===== src/rtl/bsg_scan_pkg.sv =====
// Shared scan/unscan definitions: op encoding, fill value and chunk inverse.
package bsg_scan_pkg;

   // Widest chunk the helper functions handle.
   localparam int scan_max_chunk_gp = 64;

   typedef enum logic [1:0] {
      e_scan_xor,
      e_scan_and,
      e_scan_or
   } e_scan_op;

   // Value shifted in at the vector edge: AND scans start from all-ones.
   function automatic logic scan_fill(e_scan_op op);
      return (op == e_scan_and);
   endfunction

   // Undo a scan over one chunk of width w.  carry is the neighbour of the
   // first bit the scan touched within this chunk (top bit for hi-to-lo,
   // bit 0 for lo-to-hi).
   function automatic logic [scan_max_chunk_gp-1:0] scan_chunk_inverse
     (logic [scan_max_chunk_gp-1:0] t, int w, logic carry, e_scan_op op,
      logic lo_to_hi);
      logic [scan_max_chunk_gp-1:0] mask, tm, n, o;
      mask = (w >= scan_max_chunk_gp) ? '1
           : ((scan_max_chunk_gp'(1) << w) - scan_max_chunk_gp'(1));
      tm = t & mask;
      if (lo_to_hi)
         n = (tm << 1) | scan_max_chunk_gp'(carry);
      else
         n = (tm >> 1) | (scan_max_chunk_gp'(carry) << (w - 1));
      case (op)
         e_scan_xor: o = tm ^ n;
         e_scan_or:  o = tm & ~n;
         default:    o = tm | ~n;
      endcase
      return o & mask;
   endfunction

endpackage


===== src/rtl/bsg_unscan_stream_if.sv =====
// Beat-stream handshake between a scanned-chunk producer and the unscanner.
interface bsg_unscan_stream_if #(parameter int chunk_p = 4);
   logic               v_i;
   logic [chunk_p-1:0] data_i;
   logic               ready_o;
   logic               v_o;
   logic [chunk_p-1:0] data_o;
   logic               last_o;
   logic               yumi_i;

   modport slave  (input  v_i, data_i, yumi_i,
                   output ready_o, v_o, data_o, last_o);
   modport master (output v_i, data_i, yumi_i,
                   input  ready_o, v_o, data_o, last_o);
endinterface


===== src/rtl/bsg_unscan_chunk.sv =====
// Combinational inverse of one scanned chunk, with the cross-beat carry in.
module bsg_unscan_chunk
   import bsg_scan_pkg::*;
#(
   parameter int       chunk_p    = 4,
   parameter e_scan_op op_p       = e_scan_or,
   parameter int       lo_to_hi_p = 0
) (
   input  logic [chunk_p-1:0] data_i,
   input  logic               carry_i,
   output logic [chunk_p-1:0] data_o
);

   assign data_o = chunk_p'(scan_chunk_inverse(scan_max_chunk_gp'(data_i),
                                               chunk_p, carry_i, op_p,
                                               (lo_to_hi_p != 0)));

endmodule


===== src/rtl/bsg_unscan_stream.sv =====
// Streaming unscan: one scanned chunk in per beat, one recovered chunk out,
// with the boundary bit carried across beats of the same vector.
module bsg_unscan_stream
   import bsg_scan_pkg::*;
#(
   parameter int width_p    = 8,
   parameter int chunk_p    = 4,
   parameter int xor_p      = 0,
   parameter int and_p      = 0,
   parameter int or_p       = 1,
   parameter int lo_to_hi_p = 0
) (
   input  logic                clk_i,
   input  logic                reset_n_i,
   bsg_unscan_stream_if.slave  io
);

   localparam int       beats_lp = width_p / chunk_p;
   localparam int       cnt_w_lp = (beats_lp > 1) ? $clog2(beats_lp) : 1;
   localparam e_scan_op op_lp    = (xor_p != 0) ? e_scan_xor
                                 : (and_p != 0) ? e_scan_and : e_scan_or;
   localparam logic     fill_lp  = scan_fill(op_lp);

   logic [cnt_w_lp-1:0] cnt_r;
   logic                carry_r;
   logic                v_r, last_r;
   logic [chunk_p-1:0]  data_r;
   logic [chunk_p-1:0]  inv;
   logic                accept, last_beat, carry_in, trail_bit;

   assign io.ready_o = ~v_r | io.yumi_i;
   assign io.v_o     = v_r;
   assign io.data_o  = data_r;
   assign io.last_o  = last_r;

   assign accept    = io.v_i & io.ready_o;
   assign last_beat = (cnt_r == cnt_w_lp'(beats_lp - 1));
   // Beat 0 always starts from the fill value, whatever the last vector left.
   assign carry_in  = (cnt_r == '0) ? fill_lp : carry_r;
   assign trail_bit = (lo_to_hi_p != 0) ? io.data_i[chunk_p-1] : io.data_i[0];

   bsg_unscan_chunk #(
      .chunk_p    (chunk_p),
      .op_p       (op_lp),
      .lo_to_hi_p (lo_to_hi_p)
   ) chunk_inv (
      .data_i  (io.data_i),
      .carry_i (carry_in),
      .data_o  (inv)
   );

   // Beat counter and carry advance only on an accepted beat.
   always_ff @(posedge clk_i or negedge reset_n_i) begin
      if (!reset_n_i) begin
         cnt_r   <= '0;
         carry_r <= fill_lp;
      end else if (accept) begin
         cnt_r   <= last_beat ? '0 : cnt_r + 1'b1;
         carry_r <= trail_bit;
      end
   end

   // Output register: reload on accept, drain on yumi, otherwise hold.
   always_ff @(posedge clk_i or negedge reset_n_i) begin
      if (!reset_n_i) begin
         v_r    <= 1'b0;
         data_r <= '0;
         last_r <= 1'b0;
      end else if (accept) begin
         v_r    <= 1'b1;
         data_r <= inv;
         last_r <= last_beat;
      end else if (io.yumi_i) begin
         v_r    <= 1'b0;
      end
   end

   // Exactly one scan operator must be selected.
   always_ff @(posedge clk_i) begin
      assert (xor_p + and_p + or_p == 1);
   end

endmodule


===== src/flat_wrapper.sv =====
// flat-port wrapper written by rule: the top's interface ports become plain ports
module bsg_unscan_stream_flat import bsg_scan_pkg::*;
#(
   parameter int width_p    = 8,
   parameter int chunk_p    = 4,
   parameter int xor_p      = 0,
   parameter int and_p      = 0,
   parameter int or_p       = 1,
   parameter int lo_to_hi_p = 0
)
  (clk_i, reset_n_i, io_v_i, io_data_i, io_yumi_i, io_ready_o, io_v_o, io_data_o, io_last_o);
  bsg_unscan_stream_if #(.chunk_p(chunk_p)) io_i ();
  input  logic clk_i;
  input  logic reset_n_i;
  input wire logic [$bits(io_i.v_i)-1:0] io_v_i;
  input wire logic [$bits(io_i.data_i)-1:0] io_data_i;
  input wire logic [$bits(io_i.yumi_i)-1:0] io_yumi_i;
  output wire logic [$bits(io_i.ready_o)-1:0] io_ready_o;
  output wire logic [$bits(io_i.v_o)-1:0] io_v_o;
  output wire logic [$bits(io_i.data_o)-1:0] io_data_o;
  output wire logic [$bits(io_i.last_o)-1:0] io_last_o;
  assign io_i.v_i = io_v_i;
  assign io_i.data_i = io_data_i;
  assign io_i.yumi_i = io_yumi_i;
  assign io_ready_o = io_i.ready_o;
  assign io_v_o = io_i.v_o;
  assign io_data_o = io_i.data_o;
  assign io_last_o = io_i.last_o;
  bsg_unscan_stream #(.width_p(width_p), .chunk_p(chunk_p), .xor_p(xor_p), .and_p(and_p), .or_p(or_p), .lo_to_hi_p(lo_to_hi_p)) u_core (.clk_i(clk_i), .reset_n_i(reset_n_i), .io(io_i));
endmodule

===== config.mk =====
export PLATFORM = sky130hd
export DESIGN_NAME = bsg_unscan_stream_flat
export DESIGN_NICKNAME = d
export VERILOG_FILES = /design/src/rtl/bsg_scan_pkg.sv /design/src/rtl/bsg_unscan_stream_if.sv /design/src/rtl/bsg_unscan_chunk.sv /design/src/rtl/bsg_unscan_stream.sv /design/src/flat_wrapper.sv
export SDC_FILE = /design/constraint.sdc
export NUM_CORES = 1
export LEC_CHECK = 0
export ABC_AREA = 1
export BUFFER_PORTS_ARGS = -buffer_cell sky130_fd_sc_hd__buf_2
export CORE_AREA = 2 2 39 41
export CTS_CLUSTER_DIAMETER = 100
export DETAILED_ROUTE_END_ITERATION = 8
export DIE_AREA = 0 0 41 43
export GPL_TIMING_DRIVEN = 0
export PLACE_DENSITY = 0.56
export RECOVER_POWER = 100
export SYNTH_ARGS = -nofsm -noshare
export SYNTH_HDL_FRONTEND = slang
export SYNTH_SLANG_ARGS = --single-unit
export TNS_END_PERCENT = 5

===== constraint.sdc =====
create_clock -name clk_i -period 0.9 [get_ports clk_i]
set_input_delay 0.09 -clock clk_i [delete_from_list [all_inputs] [get_ports clk_i]]
set_output_delay 0.09 -clock clk_i [all_outputs]
set_load 0.03 [all_outputs]

# ---- Word-level counts from Yosys, hierarchy flattened
# Index checks and enable logic that the tools add are counted.
dict set report word_totals {
  reg_bits 8
  latchBits 0
  ramBits 0
  mem_bits_ro 0
  inputBits 8
  out_inout_bits 7
  word_cells 17
  memories 0
}
dict set report op_classes {
  n_addsub 1
  mul 0
  div_mod_pow 0
  n_lt_le_gt_ge 0
  n_eq_ne 0
  shift 0
  muxes 4
  bitwise 6
  reduce_logical 1
}
# cell count
set op_table {}
lappend op_table {{bitwise AND 4 bit} 1}
lappend op_table {{2-to-1 mux 1 bit} 4}
lappend op_table {{inverter 4 bit} 1}
lappend op_table {{bitwise OR 3 x 4 -> 4 bit} 1}
lappend op_table {{nonzero test 2 bit} 1}
lappend op_table {{adder 1 bit (second input constant)} 1}
lappend op_table {{bitwise AND 1 bit} 1}
lappend op_table {{inverter 1 bit} 1}
lappend op_table {{bitwise OR 1 bit} 1}

# ---- Depth between registers and ports, before layout
dict set report logic_depth {
  word_depth 4
  ltp_mapped 5
  mapped_depth_nobuf 5
}

# ---- Modules after synthesis
# A second synthesis with hierarchy kept.
dict set report hier_totals {
  cells_unflattened 45
  area_unflattened_um2 375.4
}
# mod instances cells_per_inst area_each_um2 seq_area_each_um2
set by_module_without_submodules {}
lappend by_module_without_submodules {bsg_unscan_stream 1 37 345.3 200.2}
lappend by_module_without_submodules {bsg_unscan_chunk 1 8 30.0 0.0}

# ---- Least setup slack after synthesis
# No wires, ideal clock.
dict set report synth_timing {
  path_type {register to register}
  start {register u_core.v_r (netlist: u_core.io.v_o)}
  end {register u_core.data_r[3] (netlist: u_core.io.data_o[3])}
  setup_ps 117
  arrival_ps 918
  t_required_ps 783
  path_slack_ps -135
  stages_incl_launch_ff 5
  path_buffers 0
  synth_period_minus_slack_ps 1035
  path_cell_list {dfrtp_1 -> nand2_4 -> nand2_4 -> nand2_1 -> nand2_1}
}
dict set report synth_between {
  elab_chain_len 3
}
# element line
set synth_rtl {}
lappend synth_rtl {{start: declaration} bsg_unscan_stream.sv:26} ;# logic v_r, last_r;
lappend synth_rtl {{start signal: assignment} bsg_unscan_stream.sv:66} ;# v_r <= 1'b0;
lappend synth_rtl {{start signal: assignment} bsg_unscan_stream.sv:70} ;# v_r <= 1'b1;
lappend synth_rtl {{start signal: assignment} bsg_unscan_stream.sv:74} ;# v_r <= 1'b0;
lappend synth_rtl {{inverter 1 bit} bsg_unscan_stream.sv:31} ;# assign io.ready_o = ~v_r | io.yumi_i;
lappend synth_rtl {{bitwise OR 1 bit} bsg_unscan_stream.sv:31}
lappend synth_rtl {{via io_ready_o} flat_wrapper.sv:18} ;# output wire logic [$bits(io_i.ready_o)-1:0] io_ready_o;
lappend synth_rtl {{bitwise AND 1 bit} bsg_unscan_stream.sv:36} ;# assign accept = io.v_i & io.ready_o;
lappend synth_rtl {{end signal: assignment} bsg_unscan_stream.sv:71} ;# data_r <= inv;
lappend synth_rtl {{end: declaration} bsg_unscan_stream.sv:27} ;# logic [chunk_p-1:0] data_r;
# The timed path passes the listed nets, and every way through them passes these cells.
# A chain may end at the register's enable or synchronous reset.

# ---- Worst setup path after layout
dict set report layout_timing {
  start {register u_core.v_r (netlist: u_core.io.v_o)}
  end {output port io_ready_o}
}
dict set report layout_between {
  elab_chain_len 2
}
# element line
set layout_rtl {}
lappend layout_rtl {{inverter 1 bit} bsg_unscan_stream.sv:31}
lappend layout_rtl {{bitwise OR 1 bit} bsg_unscan_stream.sv:31}
lappend layout_rtl {{end: declaration} flat_wrapper.sv:18}
# No other way between the ends.

==> impl_metrics.yaml <==
critical_path:
  path_delay_family: "flip-flops"
  crit_fanout: 3
  slowest_delay_ns: 0.45
  path_buf_inv: 1
  worst_setup_path_start_kind: "flop"
  path_cells: "nand2_8, buf_6"
  crit_type: "reg -> out"
  required_ns: 0.81
  crit_arrival_ns: 0.90
  cp_slowest_cell: "dfrtp_2"
  critPathCaptureType: "output pin"
global_routing:
  grt_overflow: 0
  grt_first_pass_wirelength_um: 1166
  grt_pass1_vias: 300
  grt_usage_pct: 10.31
  grt_antenna_before_repair: 0
  grt_max_degree: 9
power:
  powerDensity_nw_per_um2: 1864
  netSwitchingFraction_pct: 32.07
  p_comb_share_pct: 26.7
  p_leak_nw: 0.3024
  intPower_mw: 0.6845
  p_switching_mw: 0.3232
  power_mw: 1.008
  vdd_drop_max_mv: 0.5554
  power_frac_seq_pct: 44.2
  clkPwrFrac_pct: 29.2
timing:
  setup_viol_count_final: 9
  finClkSkew_ns: 0.01153
  setup_ws_ns: -0.09252
  slew_headroom_pct: 71.04
  finalSetupTns_ns: -0.4226
  post-route-min-period_ns: 0.9925
  rsz0062_at_grt: "true"
  hold_violations: 0
  fin_crit_sh_pct: 110.3
  fmax_mhz: 1008
  max_slew.worst_pin.slew_ns: 0.4345
  slew_viol_final: 0
finish:
  stdcell_area_um2: 540.5
  final_nets: 73
  layout-drive-gt1-share_pct: 34.38
  final_core_util_pct: 39.06
  register_area_um2: 201.4
  n_fill_cell: 163
  layout_common_cells: "16 x nand2_1, 10 x buf_2, 7 x dfrtp_1"
  num_antenna_cells: 0
  mostFrequentLayoutCell: "nand2_1"
  multi_input_area_um2: 153.9
  syn2layout_area_growth_pct: 45.95
floorplanning:
  die_y_um: 43
  die_width_um: 41
  placementRows: 14
  dieArea_um2: 1763
  start_util_pct: 26.76
  core_area_um2: 1384
  ios: 15
logic_synthesis:
  yosysWarnings: 0
  syn-cell-area_um2: 370.4
  synthCells: 44
  synth.net_count: 52
  syn_area_per_cell_um2: 8.417
  synth_seq_cells: 8
  synth.distinct_cells: 10
  yosysSeqAreaShare_pct: 54.05
  synth_top_area_share_pct: 54.05
  synth_largest_area_cell: "dfrtp_1"
  synth_area_leaders: "dfrtp_1 54%, nand2_1 16%, nand3_1 6.8%"
placement:
  globalplace.congestion: 0.6624
  io_buffers: 13
  place_ws_ns: 0.05185
  placed_cell_area_um2: 465.4
  dp.final_hpwl_um: 539.2
clock_tree:
  clk_latency_ns: 0.26
  cts_tree: "built"
  clockBufferDepth: 2
  cts_inserted_buffers: 3
  cts.clk_slew.worst_paths_ns: 0.06
  cts_max_level: 1
  cts_root_buf: "clkbuf_4"
  clock-sinks: 8
route:
  route.detailed.drc: 0
  drt_iter0_drc: 1
  wl_um: 724
  num_vias: 330
  drt-pass1-iter-count: 2
  post_drt_wl_per_cell_um: 9.050
  postRouteAntennaNets: 0
  vias_per_cell: 4.125
run_status:
  outcome: "complete, but fails checks"
  failed_checks: "setup timing"
hold_path:
  hp-class: "in -> reg"
job:
  maxCapViolations: 0
-- layer usage --
layer	track usage, %	vias up	part of all wire [%]
met4	10.00	0	1.7
met5	0	-	0
li1	-	176	-
met1	11.51	141	41
met2	14.37	11	50
met3	3.141	2	6.9
-- path summary, 6_finish.rpt --
path | cells past startpoint | start | slack [ns] | to
min reg2reg | 2 | u_core.io.data_o[1]$_DFFE_PN0P_ | 0.46 | u_core.io.data_o[1]$_DFFE_PN0P_
max | 2 | u_core.io.v_o$_DFFE_PN0P_ | -0.09 | io_ready_o
min in group asynchronous | 2 | reset_n_i | 0.28 | u_core.io.data_o[3]$_DFFE_PN0P_
min | 3 | io_data_i[0] | 0.07 | u_core.carry_r$_DFFE_PN0P_
max reg2reg | 5 | u_core.io.v_o$_DFFE_PN0P_ | -0.05 | u_core.io.data_o[0]$_DFFE_PN0P_
max in group asynchronous | 2 | reset_n_i | 0.30 | u_core.io.v_o$_DFFE_PN0P_
-- what timing repair did --
item,CTS,global route
endpoints found under the setup margin,3,14
endpoints found under the hold margin,8,0
pin swaps,1,1
setup buffers,2,0
hold buffers,1,0
cloned,0,0
gates resized for setup,4,2
-- sequential cells by signal, summed over array words and instances, names as in the netlist --
| name | cells |
|---|---|
| u_core.cnt_r | 1 |
| u_core.io.last_o | 1 |
| u_core.io.v_o | 1 |
| u_core.io.data_o | 4 |
| u_core.carry_r | 1 |
-- power groups by stage --
stage / clock network, mW / registers, mW / logic (mW)
4_1_cts: 0.313 / 0.444 / 0.265
5_1_grt: 0.340 / 0.450 / 0.298
3_3_place_gp: 0 / 0.448 / 0.237
6_report: 0.294 / 0.445 / 0.269
2_1_floorplan: 0 / 0.519 / 0.0933
3_5_place_dp: 0 / 0.449 / 0.240
-- synthesized netlist by cell type (all sizes together) --
| cell | number |
|---|---|
| nand3 | 5 |
| dfrtp | 8 |
| buf | 1 |
| nor2 | 3 |
| a21oi | 2 |
| nand3b | 1 |
| nand2 | 18 |
| inv | 6 |
-- cells by family (layout without fill, tap and decap cells) --
logic type	after synthesis	in the layout	synth area share, %
AO/OA/AOI/OAI	2	2	2.703
flip-flops	8	8	54.05
buffers and inverters	7	27	9.121
AND/OR/NAND/NOR	27	27	34.12
-- cell type report --
cell class / instances / area share [%]
Clock buffer: 4 / 4.861
Buffer: 1 / 2.083
Timing Repair Buffer: 16 / 19.44
Multi-Input combinational cell: 29 / 28.47
Sequential cell: 8 / 37.27
Tap cell: 16 / 3.704
Inverter: 6 / 4.167
-- through the flow --
stage | instances | hold slack (ns)
finish | 80 | 0.07456
global route | 80 | 0.08639
CTS | 80 | 0.06295
detailed placement | 73 | -0.05784
global placement | 73 | -0.06080
floorplan | 44 | -0.2056
-- tightest hold or removal path, cell delays in order --
cell	delay [ns]
buf_2	0.08
nand3_1	0.07
nand2_1	0.06
No activity file was read; power rests on OpenSTA's default activity.
